**config.mk**
```make
export PLATFORM = sky130hd
export DESIGN_NAME = switch_event_arbiter_flat
export DESIGN_NICKNAME = d
export VERILOG_FILES = /design/src/rtl/switch_event_arbiter_if.sv /design/src/rtl/switch_event_arbiter.sv /design/src/flat_wrapper.sv
export SDC_FILE = /design/constraint.sdc
export NUM_CORES = 1
export LEC_CHECK = 0
export CORE_MARGIN = 3
export CORE_UTILIZATION = 30
export DETAILED_ROUTE_END_ITERATION = 10
export GPL_ROUTABILITY_DRIVEN = 0
export PLACE_DENSITY_LB_ADDON = 0.3
export REMOVE_ABC_BUFFERS = 1
export SYNTH_ARGS = -nofsm -noshare
export SYNTH_HDL_FRONTEND = slang
export SYNTH_SLANG_ARGS = --single-unit
```
**constraint.sdc**
```tcl
create_clock -name i_Clk -period 1.6 [get_ports i_Clk]
set_input_delay 0.24 -clock i_Clk [delete_from_list [all_inputs] [get_ports i_Clk]]
set_output_delay 0.24 -clock i_Clk [all_outputs]
set_load 0.01 [all_outputs]
```
**src/rtl/switch_event_arbiter_if.sv**
```systemverilog
// switch_event_arbiter_if: offer/accept handshake between the arbiter and its event consumer
interface switch_event_arbiter_if;
  logic       o_Event_Valid;
  logic [1:0] o_Event_Id;
  logic       i_Event_Ready;
  modport master (output o_Event_Valid, o_Event_Id, input i_Event_Ready);
  modport slave (input o_Event_Valid, o_Event_Id, output i_Event_Ready);
endinterface

```
**src/rtl/switch_event_arbiter.sv**
```systemverilog
// switch_event_arbiter: edge-detects four switches and offers one event at a time, round-robin
module switch_event_arbiter #(
  parameter bit RELEASE_EVENT = 1'b1
) (
  input  logic                          i_Clk,
  input  logic                          i_Reset,
  input  logic                          i_Switch_1,
  input  logic                          i_Switch_2,
  input  logic                          i_Switch_3,
  input  logic                          i_Switch_4,
  switch_event_arbiter_if.master        evt,
  input  logic                          i_Overflow_Clr,
  output logic [3:0]                    o_Overflow,
  output logic                          o_LED_1,
  output logic                          o_LED_2,
  output logic                          o_LED_3,
  output logic                          o_LED_4
);
  typedef enum logic {IDLE, OFFER} state_t;
  state_t     state_q, state_d;
  logic [3:0] sw, prev_q, prev_d, pend_q, pend_d, ovf_q, ovf_d, led_q, led_d, det, clr;
  logic [1:0] id_q, id_d, last_q, last_d, win, idx;
  logic       found, accept;
  assign sw = {i_Switch_4, i_Switch_3, i_Switch_2, i_Switch_1};
  always_comb begin
    prev_d = sw;
    det    = RELEASE_EVENT ? (prev_q & ~sw) : (~prev_q & sw);
    accept = (state_q == OFFER) && evt.i_Event_Ready;
    clr    = accept ? 4'b0001 << id_q : 4'b0000;
    pend_d = (pend_q & ~clr) | det;
    ovf_d  = (i_Overflow_Clr ? 4'b0000 : ovf_q) | (det & pend_q & ~clr);
    led_d  = led_q ^ clr;
    last_d = accept ? id_q : last_q;
    win    = id_q;
    idx    = last_q;
    found  = 1'b0;
    // search starts just after the last grant; offset 4 wraps to last_grant itself
    for (int i = 1; i <= 4; i++) begin
      idx = last_q + 2'(i);
      if (!found && pend_q[idx]) begin
        win   = idx;
        found = 1'b1;
      end
    end
    state_d = (state_q == IDLE) ? (found ? OFFER : IDLE) : (accept ? IDLE : OFFER);
    id_d    = (state_q == IDLE && found) ? win : id_q;
  end
  always_ff @(posedge i_Clk) begin
    prev_q <= prev_d;
    if (i_Reset) begin
      state_q <= IDLE;
      id_q    <= 2'd0;
      last_q  <= 2'd3;
      pend_q  <= 4'b0000;
      ovf_q   <= 4'b0000;
      led_q   <= 4'b0000;
    end else begin
      state_q <= state_d;
      id_q    <= id_d;
      last_q  <= last_d;
      pend_q  <= pend_d;
      ovf_q   <= ovf_d;
      led_q   <= led_d;
    end
  end
  assign evt.o_Event_Valid = (state_q == OFFER);
  assign evt.o_Event_Id    = id_q;
  assign o_Overflow        = ovf_q;
  assign {o_LED_4, o_LED_3, o_LED_2, o_LED_1} = led_q;
endmodule

```
**src/flat_wrapper.sv**
```systemverilog
// flat-port wrapper written by rule: the top's interface ports become plain ports
module switch_event_arbiter_flat 
#(
  parameter bit RELEASE_EVENT = 1'b1
)
  (i_Clk, i_Reset, i_Switch_1, i_Switch_2, i_Switch_3, i_Switch_4, i_Overflow_Clr, o_Overflow, o_LED_1, o_LED_2, o_LED_3, o_LED_4, evt_o_Event_Valid, evt_o_Event_Id, evt_i_Event_Ready);
  switch_event_arbiter_if evt_i ();
  input  logic i_Clk;
  input  logic i_Reset;
  input  logic i_Switch_1;
  input  logic i_Switch_2;
  input  logic i_Switch_3;
  input  logic i_Switch_4;
  input  logic i_Overflow_Clr;
  output logic [3:0] o_Overflow;
  output logic o_LED_1;
  output logic o_LED_2;
  output logic o_LED_3;
  output logic o_LED_4;
  output wire logic [$bits(evt_i.o_Event_Valid)-1:0] evt_o_Event_Valid;
  output wire logic [$bits(evt_i.o_Event_Id)-1:0] evt_o_Event_Id;
  input wire logic [$bits(evt_i.i_Event_Ready)-1:0] evt_i_Event_Ready;
  assign evt_o_Event_Valid = evt_i.o_Event_Valid;
  assign evt_o_Event_Id = evt_i.o_Event_Id;
  assign evt_i.i_Event_Ready = evt_i_Event_Ready;
  switch_event_arbiter #(.RELEASE_EVENT(RELEASE_EVENT)) u_core (.i_Clk(i_Clk), .i_Reset(i_Reset), .i_Switch_1(i_Switch_1), .i_Switch_2(i_Switch_2), .i_Switch_3(i_Switch_3), .i_Switch_4(i_Switch_4), .evt(evt_i), .i_Overflow_Clr(i_Overflow_Clr), .o_Overflow(o_Overflow), .o_LED_1(o_LED_1), .o_LED_2(o_LED_2), .o_LED_3(o_LED_3), .o_LED_4(o_LED_4));
endmodule
```
==> flow_metrics.tcl, run 1 <==
set metrics [dict create \
    syn_area_um2 883 \
    dp_hpwl_um 1290 \
    routed_wl_um 1720 \
    numClockSinks 21 \
    maxSlewViolCount 0 \
    hold_viol 0 \
    ant_nets 0 \
    path_cells "clkdlybuf4s50_1" \
    detail_route.vias_per_cell 4.97 \
    ctsLongestPathBuffers 2 \
    final_cell_area_mm2 0.00112 \
    criticalPathCategory "register to primary output" \
    synthAdderAreaFrac_pct 0 \
    core_mm2 0.00278 \
    syn_avg_cell_area_um2 9.40 \
    final_cell_mix "clkdlybuf4s50_1, dfxtp_1, a21oi_1" \
    drcViolationCount 0 \
    max_slew.worst_pin.slew_ns 0.378 \
    synth_top_family_by_area "simple AND/OR/NAND/NOR gates" \
    cellPowerDensity_mw_per_mm2 926 \
    yosys.area_share.simple_pct 23.5 \
    cpMaxStageDelayCell "clkdlybuf4s50_1" \
    critical_path.reg2reg.endpoint "u_core.evt.o_Event_Id[1]" \
    diodes 0 \
    placed_area_mm2 0.00109 \
    holdPathStages 1 \
    end_kind "primary output" \
    postCtsSetupRepairBufs 0 \
    min_from "i_Switch_4" \
    ff2ff_setup_slack_ns 0.32 \
    port_buffers 18 \
    path_buf_inv 1 \
    fp.dieW_um 60.3 \
    finalCriticalPeriod_ns 1.52 \
    clock.fmax_mhz 656 \
    cts_made_buffers 3 \
    synth_xor_area_share_pct 2.97 \
    synthToLayoutAreaGrowth_pct 27.3 \
    fin_skew_ns 0.00567 \
    p_leak_nw 0.424 \
    dr.pass1.iters 4 \
    cts_max_level 1 \
    dp_slack_ns -0.0117 \
    cp.arrival_ns 1.28 \
    hold_path_end "u_core.prev_q[3]" \
    drt_first_iter_violations 20 \
    cp_max_fo 10 \
    start_util_pct 31.8 \
    fin_ws_ns 0.0764 \
    rsz0062_at_grt "false" \
    worst_r2r_path_depth 4 \
    drive_gt1_share_pct 14.0 \
    seq_area_frac_synth_pct 47.6 \
    grt_pass1_vias 682 \
    gr-total-overflow 0 \
    synth.distinct_cells 35 \
    worstReg2RegStart "u_core.pend_q[0]" \
    rows 19 \
    slew_headroom_pct 74.5 \
    clkTransAtPathRegs_ns 0.12 \
    setup_violations 0 \
    antenna_found_initial 0 \
    die_area_mm2 0.00363 \
    synth_compound_area_share_pct 20.8 \
    cap_viol_max_count 0 \
    synthCells 94 \
    final_util_pct 40.4 \
    grt_usage_pct 10.9 \
    wl_per_cell_um 11.9 \
    regArea_um2 427 \
    multiInputGateArea_um2 418 \
    fillers 291 \
    routed-via-count 720 \
    crit_family "buffers and inverters" \
    critPathLaunchType "register" \
    clock_latency_ns 0.30 \
    fp.dieH_um 60.3 \
    grt_pass1_wl_um 2960 \
    irDropWorstVdd_mv 0.637 \
    cts_tree "yes" \
    required_ns 1.36 \
    cpPeakStageDelay_ns 0.56 \
    final_nets 123 \
    grt_max_degree 14 \
    ys.warnings.count 0 \
    fin_crit_sh_pct 95.2 \
    synthMuxAreaShare_pct 0 \
    root_buffer "clkbuf_4" \
    ys_ff_latch 21 \
    hold_class "input pin to register" \
    pin_count 19 \
    status "complete, no violations" \
]
## final cells by class
class,count,area share [%]
inverters,5,1.67
clock buffers,3,2.00
repair buffers,20,17.4
well taps,31,3.45
clock inverters,1,0.445
multi-input cells,64,37.2
flip-flops and latches,21,37.9
## how the worst max path moves through the flow
stage | start | to | slack [ns] | cells after the start
6_report | u_core.evt.o_Event_Id[1] | evt_o_Event_Id[1] | 0.08 | 1
5_1_grt | u_core.evt.o_Event_Id[1] | evt_o_Event_Id[1] | 0.004 | 1
4_1_cts | u_core.evt.o_Event_Valid | evt_o_Event_Valid | 0.04 | 1
3_5_place_dp | evt_i_Event_Ready | u_core.o_Overflow[1] | -0.01 | 5
3_3_place_gp | evt_i_Event_Ready | u_core.o_Overflow[1] | 0.006 | 5
2_1_floorplan | u_core.evt.o_Event_Valid | u_core.led_q[0] | 0.35 | 4
## what timing repair did
action | 4_1_cts | 5_1_grt
pin swaps | 0 | 0
hold buffers | 0 | 0
gates resized for setup | 3 | 1
setup endpoints to repair | 3 | 1
## per-layer routing
| metal | part of all wire, % | global-route usage, % | up-vias | wire length (um) |
|---|---|---|---|---|
| li1 | - | - | 375 | - |
| met1 | 49 | 14.7 | 331 | 853 |
| met2 | 45 | 16.0 | 12 | 778 |
| met3 | 4.6 | 3.24 | 2 | 79 |
| met4 | 0.70 | 4.75 | 0 | 12 |
| met5 | 0 | 0 | - | 0 |
## per-stage QoR
step	hold WS, ns	power, W	TNS, ns	cells
after CTS	0.385	0.00106	0	145
after floorplan	0.268	0.000713	0	90
after global routing	0.379	0.00111	0	145
after detailed placement	0.452	0.000803	-0.0117	141
after global placement	0.452	0.000799	0	141
final	0.390	0.00104	0	145
## power breakdown
group	leakage [nW]	internal, W	switching, W
Clock	0.0177	0.0000930	0.000156
Combinational	0.232	0.000104	0.0000731
Sequential	0.174	0.000560	0.0000553
## registers in the layout (all words and copies together), names as in the netlist
register / flops
u_core.led_q: 4
u_core.o_Overflow: 4
u_core.pend_q: 4
u_core.prev_q: 4
u_core.evt.o_Event_Id: 2
u_core.last_q: 2
u_core.evt.o_Event_Valid: 1
## synth_stat cells
cell	instances	area share (%)
clkbuf_1	1	0.42
a21o_1	1	0.85
a2111oi_2	1	1.7
dfxtp_1	21	48
nor2b_1	4	2.8
buf_4	1	0.85
inv_1	3	1.3
inv_2	2	0.85
and3_1	1	0.71
nand2_1	7	3.0
a21oi_1	8	4.5
xor2_1	3	3.0
nand3_1	1	0.57
nor3b_1	1	0.85
or3_1	2	1.4
nor2_1	7	3.0
a311oi_2	1	1.7
a2bb2oi_1	1	0.99
o22ai_1	2	1.4
nand4_1	1	0.71
o2bb2ai_1	1	0.99
nand4b_1	1	0.99
nor3_1	1	0.57
a211oi_1	2	1.7
o31ai_1	1	0.85
o311ai_0	1	0.99
nand3b_1	1	0.85
buf_1	1	0.42
buf_6	1	1.3
a211o_1	1	0.99
nor4_4	1	2.4
or2_2	2	1.4
nand2b_1	6	4.2
o221ai_1	3	3.0
o21ai_0	2	1.1
## kinds of logic after synthesis
group | after synthesis
compound gates | 25
flops | 21
simple gates | 36
xor+xnor | 3
buf+inv | 9
No activity file was read; power rests on OpenSTA's default activity.
==> inputs of run 2 (changes only) <==
--- a/config.mk
+++ b/config.mk
@@ -6,7 +6,7 @@
 export NUM_CORES = 1
 export LEC_CHECK = 0
 export CORE_MARGIN = 3
-export CORE_UTILIZATION = 30
+export CORE_UTILIZATION = 40
 export DETAILED_ROUTE_END_ITERATION = 10
 export GPL_ROUTABILITY_DRIVEN = 0
 export PLACE_DENSITY_LB_ADDON = 0.3
==> run 2 against run 1 <==
  * Fmax fell by 1.1%
  * Clock power fell by 2%
  * Via count rose by 2.5%
  * Die area fell by 23%
  * Count of clock-buffer cells in the layout rose by 1
  * Clock skew rose by 0.0055 ns
  * Critical endpoint is now evt_o_Event_Valid
  * Sequential cell count did not move
  * Global-route usage rose by 4.0 points
  * Final cell count fell by 2.8%
==> flow_metrics.tcl, run 2 (same netlist as run 1, synthesis figures left out) <==
set metrics [dict create \
    routed_wl_um 1720 \
    grt_pass1_wl_um 3130 \
    switching_share_pct 26.7 \
    rows 16 \
    grt_usage_pct 14.9 \
    ant_nets 0 \
    grt_max_degree 13 \
    cpPeakStageDelay_ns 0.56 \
    cp.arrival_ns 1.30 \
    drcViolationCount 0 \
    rsz0062_at_grt "false" \
    dr.pass1.iters 3 \
    cp_max_fo 10 \
    clock.fmax_mhz 649 \
    pin_count 19 \
    diodes 0 \
    fp.dieW_um 53.0 \
    clock_latency_ns 0.30 \
    cellPowerDensity_mw_per_mm2 930 \
    clkTransAtPathRegs_ns 0.11 \
    numClockSinks 21 \
    start_util_pct 43.7 \
    required_ns 1.36 \
    root_buffer "clkbuf_4" \
    place_inst 137 \
    seq_power_share_pct 59.2 \
    end_kind "primary output" \
    die_area_mm2 0.00281 \
    drive_gt1_share_pct 13.2 \
    wl_per_cell_um 12.2 \
    antenna_found_initial 0 \
    routed-via-count 738 \
    cts_made_buffers 3 \
    p_leak_nw 0.421 \
    status "complete, no violations" \
    hold_class "input pin to register" \
    max_slew.worst_pin.slew_ns 0.381 \
    final_util_pct 55.2 \
    power.net_switching_w 0.000277 \
    path_buf_inv 1 \
    core_mm2 0.00202 \
    final_cell_mix "clkdlybuf4s50_1, dfxtp_1, a21oi_1" \
    slew_headroom_pct 74.6 \
    detail_route.vias_per_cell 5.23 \
    final_nets 123 \
    grt_pass1_vias 746 \
    postCtsSetupRepairBufs 0 \
    critPathLaunchType "register" \
    fin_skew_ns 0.0112 \
    drt_first_iter_violations 5 \
    synthToLayoutAreaGrowth_pct 26.3 \
    setup_violations 0 \
    gr-total-overflow 0 \
    final_cell_area_mm2 0.00112 \
    cts_max_level 1 \
    ctsLongestPathBuffers 2 \
    placed_area_mm2 0.00109 \
    holdBufCountCts 0 \
    cpMaxStageDelayCell "clkdlybuf4s50_1" \
    cap_viol_max_count 0 \
    crit_family "buffers and inverters" \
    criticalPathCategory "register to primary output" \
    dp_hpwl_um 1360 \
    p_comb_share_pct 17.1 \
    maxSlewViolCount 0 \
    port_buffers 18 \
    p_clk_share_pct 23.6 \
    fin_crit_sh_pct 96.3 \
    finalCriticalPeriod_ns 1.54 \
    setup_tns_ns 0 \
    fillers 181 \
    hold_viol 0 \
    cts_tree "yes" \
    fp.dieH_um 53.0 \
    final_cells 141 \
    irDropWorstVdd_mv 0.594 \
    p_total_w 0.00104 \
    intPower_w 0.000761 \
    path_cells "clkdlybuf4s50_1" \
]
## run 2: final cells by class
class | count | area, um^2 | share of cell area [%]
well taps | 27 | 33.8 | 3.03
repair buffers | 20 | 195 | 17.5
inverters | 5 | 18.8 | 1.68
multi-input cells | 64 | 418 | 37.4
clock buffers | 4 | 26.3 | 2.35
flip-flops and latches | 21 | 424 | 38.0
## run 2: timing repair
| action | 4_1_cts | 5_1_grt |
|---|---|---|
| gates resized for setup | 2 | 1 |
| endpoints found under the hold margin | 0 | 0 |
| endpoints found under the setup margin | 2 | 1 |
## run 2: worst paths after layout
path	from	end	slack, ns	cells past startpoint
max	u_core.evt.o_Event_Valid	evt_o_Event_Valid	0.06	1
min	i_Switch_3	u_core.prev_q[2]	0.39	1
max reg2reg	u_core.pend_q[0]	u_core.evt.o_Event_Id[1]	0.30	4
min reg2reg	u_core.o_Overflow[2]	u_core.o_Overflow[2]	0.47	2
## run 2: power groups by stage
stage          logic [W]  clock network (W)  registers (W)
5_1_grt         0.000201           0.000277       0.000622
4_1_cts         0.000180           0.000261       0.000613
2_1_floorplan  0.0000933                  0       0.000619
6_report        0.000178           0.000245       0.000615
3_5_place_dp    0.000179                  0       0.000624
3_3_place_gp    0.000175                  0       0.000622
## run 2: routing by layer
metal / wire [um] / vias to the layer above / part of all wire (%) / track usage, %
met5: 0 / - / 0 / 0
met4: 10 / 0 / 0.58 / 6.38
met3: 34 / 2 / 2.0 / 1.69
met1: 817 / 347 / 47 / 18.4
li1: - / 378 / - / -
met2: 861 / 11 / 50 / 25.8
## run 2: per-stage QoR
stage               worst slack, ns  hold slack, ns
finish                       0.0593           0.388
global placement             0.0131           0.454
CTS                          0.0104           0.379
floorplan                     0.355           0.268
global route                 0.0105           0.377
detailed placement           0.0165           0.457
==> inputs of run 3 (changes only) <==
==> constraint.sdc (replaced) <==
create_clock -name i_Clk -period 1.65 [get_ports i_Clk]
set_input_delay 0.2475 -clock i_Clk [delete_from_list [all_inputs] [get_ports i_Clk]]
set_output_delay 0.2475 -clock i_Clk [all_outputs]
set_load 0.01 [all_outputs]
==> run 3 against run 2 <==
  * Count of clock-buffer cells in the layout did not move
  * Design area fell by 0.11%
  * Critical endpoint is now evt_o_Event_Id[0]
  * Sequential cell count did not move
  * Power fell by 1.9%
  * Global-route usage rose by 0.36 points
  * Die area did not move
  * Clock skew fell by 0.0091 ns
  * Clock power barely moved
  * Largest cell class unchanged
  * Core utilization fell by 0.062 points
==> flow_metrics.tcl, run 3 (same netlist as run 1, synthesis figures left out) <==
set metrics [dict create \
    clock.fmax_mhz 626 \
    cp_max_fo 7 \
    maxSlewViolCount 0 \
    setup_tns_ns 0 \
    numClockSinks 21 \
    setup_violations 0 \
    pin_count 19 \
    fin_crit_sh_pct 96.8 \
    crit_family "buffers and inverters" \
    core_mm2 0.00202 \
    postCtsSetupRepairBufs 0 \
    fin_skew_ns 0.00208 \
    max_slew.worst_pin.slew_ns 0.362 \
    grt_max_degree 13 \
    criticalPathCategory "register to primary output" \
    routed_wl_um 1840 \
    hold_viol 0 \
    cpMaxStageDelayCell "clkdlybuf4s50_1" \
    clock_latency_ns 0.30 \
    holdBufCountCts 0 \
    path_buf_inv 1 \
    grt_pass1_wl_um 3250 \
    status "complete, no violations" \
    gr-total-overflow 0 \
    cap_viol_max_count 0 \
    cts_max_level 1 \
    end_kind "primary output" \
    final_common_cell "dfxtp_1" \
    irDropWorstVdd_mv 0.696 \
    routed-via-count 768 \
    p_total_w 0.00102 \
    clkTransAtPathRegs_ns 0.11 \
    dr.pass1.iters 5 \
    grt_usage_pct 15.3 \
    cp.arrival_ns 1.35 \
    cts_tree "yes" \
    ant_nets 0 \
    dp_hpwl_um 1350 \
    final_nets 123 \
    required_ns 1.40 \
    detail_route.vias_per_cell 5.45 \
    diodes 0 \
    wl_per_cell_um 13.0 \
    antenna_found_initial 0 \
    port_buffers 18 \
    cts_made_buffers 3 \
    start_util_pct 43.7 \
    grt_pass1_vias 785 \
    drive_gt1_share_pct 12.3 \
    final_cell_mix "dfxtp_1, clkdlybuf4s50_1, a21oi_1" \
    hold_class "input pin to register" \
    p_leak_nw 0.421 \
    synthToLayoutAreaGrowth_pct 26.2 \
    ctsResizeCount 2 \
    slew_headroom_pct 75.6 \
    ctsLongestPathBuffers 2 \
    cellPowerDensity_mw_per_mm2 913 \
    fp.dieH_um 53.0 \
    critPathLaunchType "register" \
    rsz0062_at_grt "false" \
    rows 16 \
    finalCriticalPeriod_ns 1.60 \
    die_area_mm2 0.00281 \
    fp.dieW_um 53.0 \
    cpPeakStageDelay_ns 0.58 \
    root_buffer "clkbuf_4" \
    drcViolationCount 0 \
    drt_first_iter_violations 9 \
    path_cells "clkdlybuf4s50_1" \
]
-- run 3: layout make-up --
type                    instances  area (um^2)
fillers                       185          907
flip-flops and latches         21          423
multi-input cells              64          418
repair buffers                 20          195
well taps                      27         33.8
clock buffers                   4         26.3
inverters                       5         18.8
-- run 3: per-stage QoR --
step	setup slack [ns]	std cells	cell area, um^2	hold WS, ns	utilization [%]
after CTS	0.0457	141	1110	0.395	55.1
after global routing	0.0152	141	1110	0.403	55.1
after detailed placement	0.0468	137	1090	0.451	53.7
after floorplan	0.405	90	857	0.275	-
final	0.0532	141	1110	0.393	55.1
after global placement	0.0796	137	1090	0.454	53.7
-- run 3: worst paths after layout --
kind / slack [ns] / to / from / cells past startpoint
setup reg to reg: 0.36 / u_core.evt.o_Event_Id[1] / u_core.pend_q[1] / 4
setup / recovery: 0.05 / evt_o_Event_Id[0] / u_core.evt.o_Event_Id[0] / 1
hold / removal: 0.39 / u_core.prev_q[2] / i_Switch_3 / 1
hold reg to reg: 0.47 / u_core.o_Overflow[2] / u_core.o_Overflow[2] / 2
-- run 3: report_power, final --
group          internal [W]  switching, W  total, W
clock             0.0000943      0.000153  0.000247
sequential         0.000542     0.0000549  0.000597
combinational      0.000101     0.0000734  0.000174
-- run 3: routing by layer --
layer  part of all wire [%]  GRT usage [%]
met1                     48           18.6
met2                     48           26.9
met3                    2.4           1.69
met4                    1.7           6.38
met5                      0              0
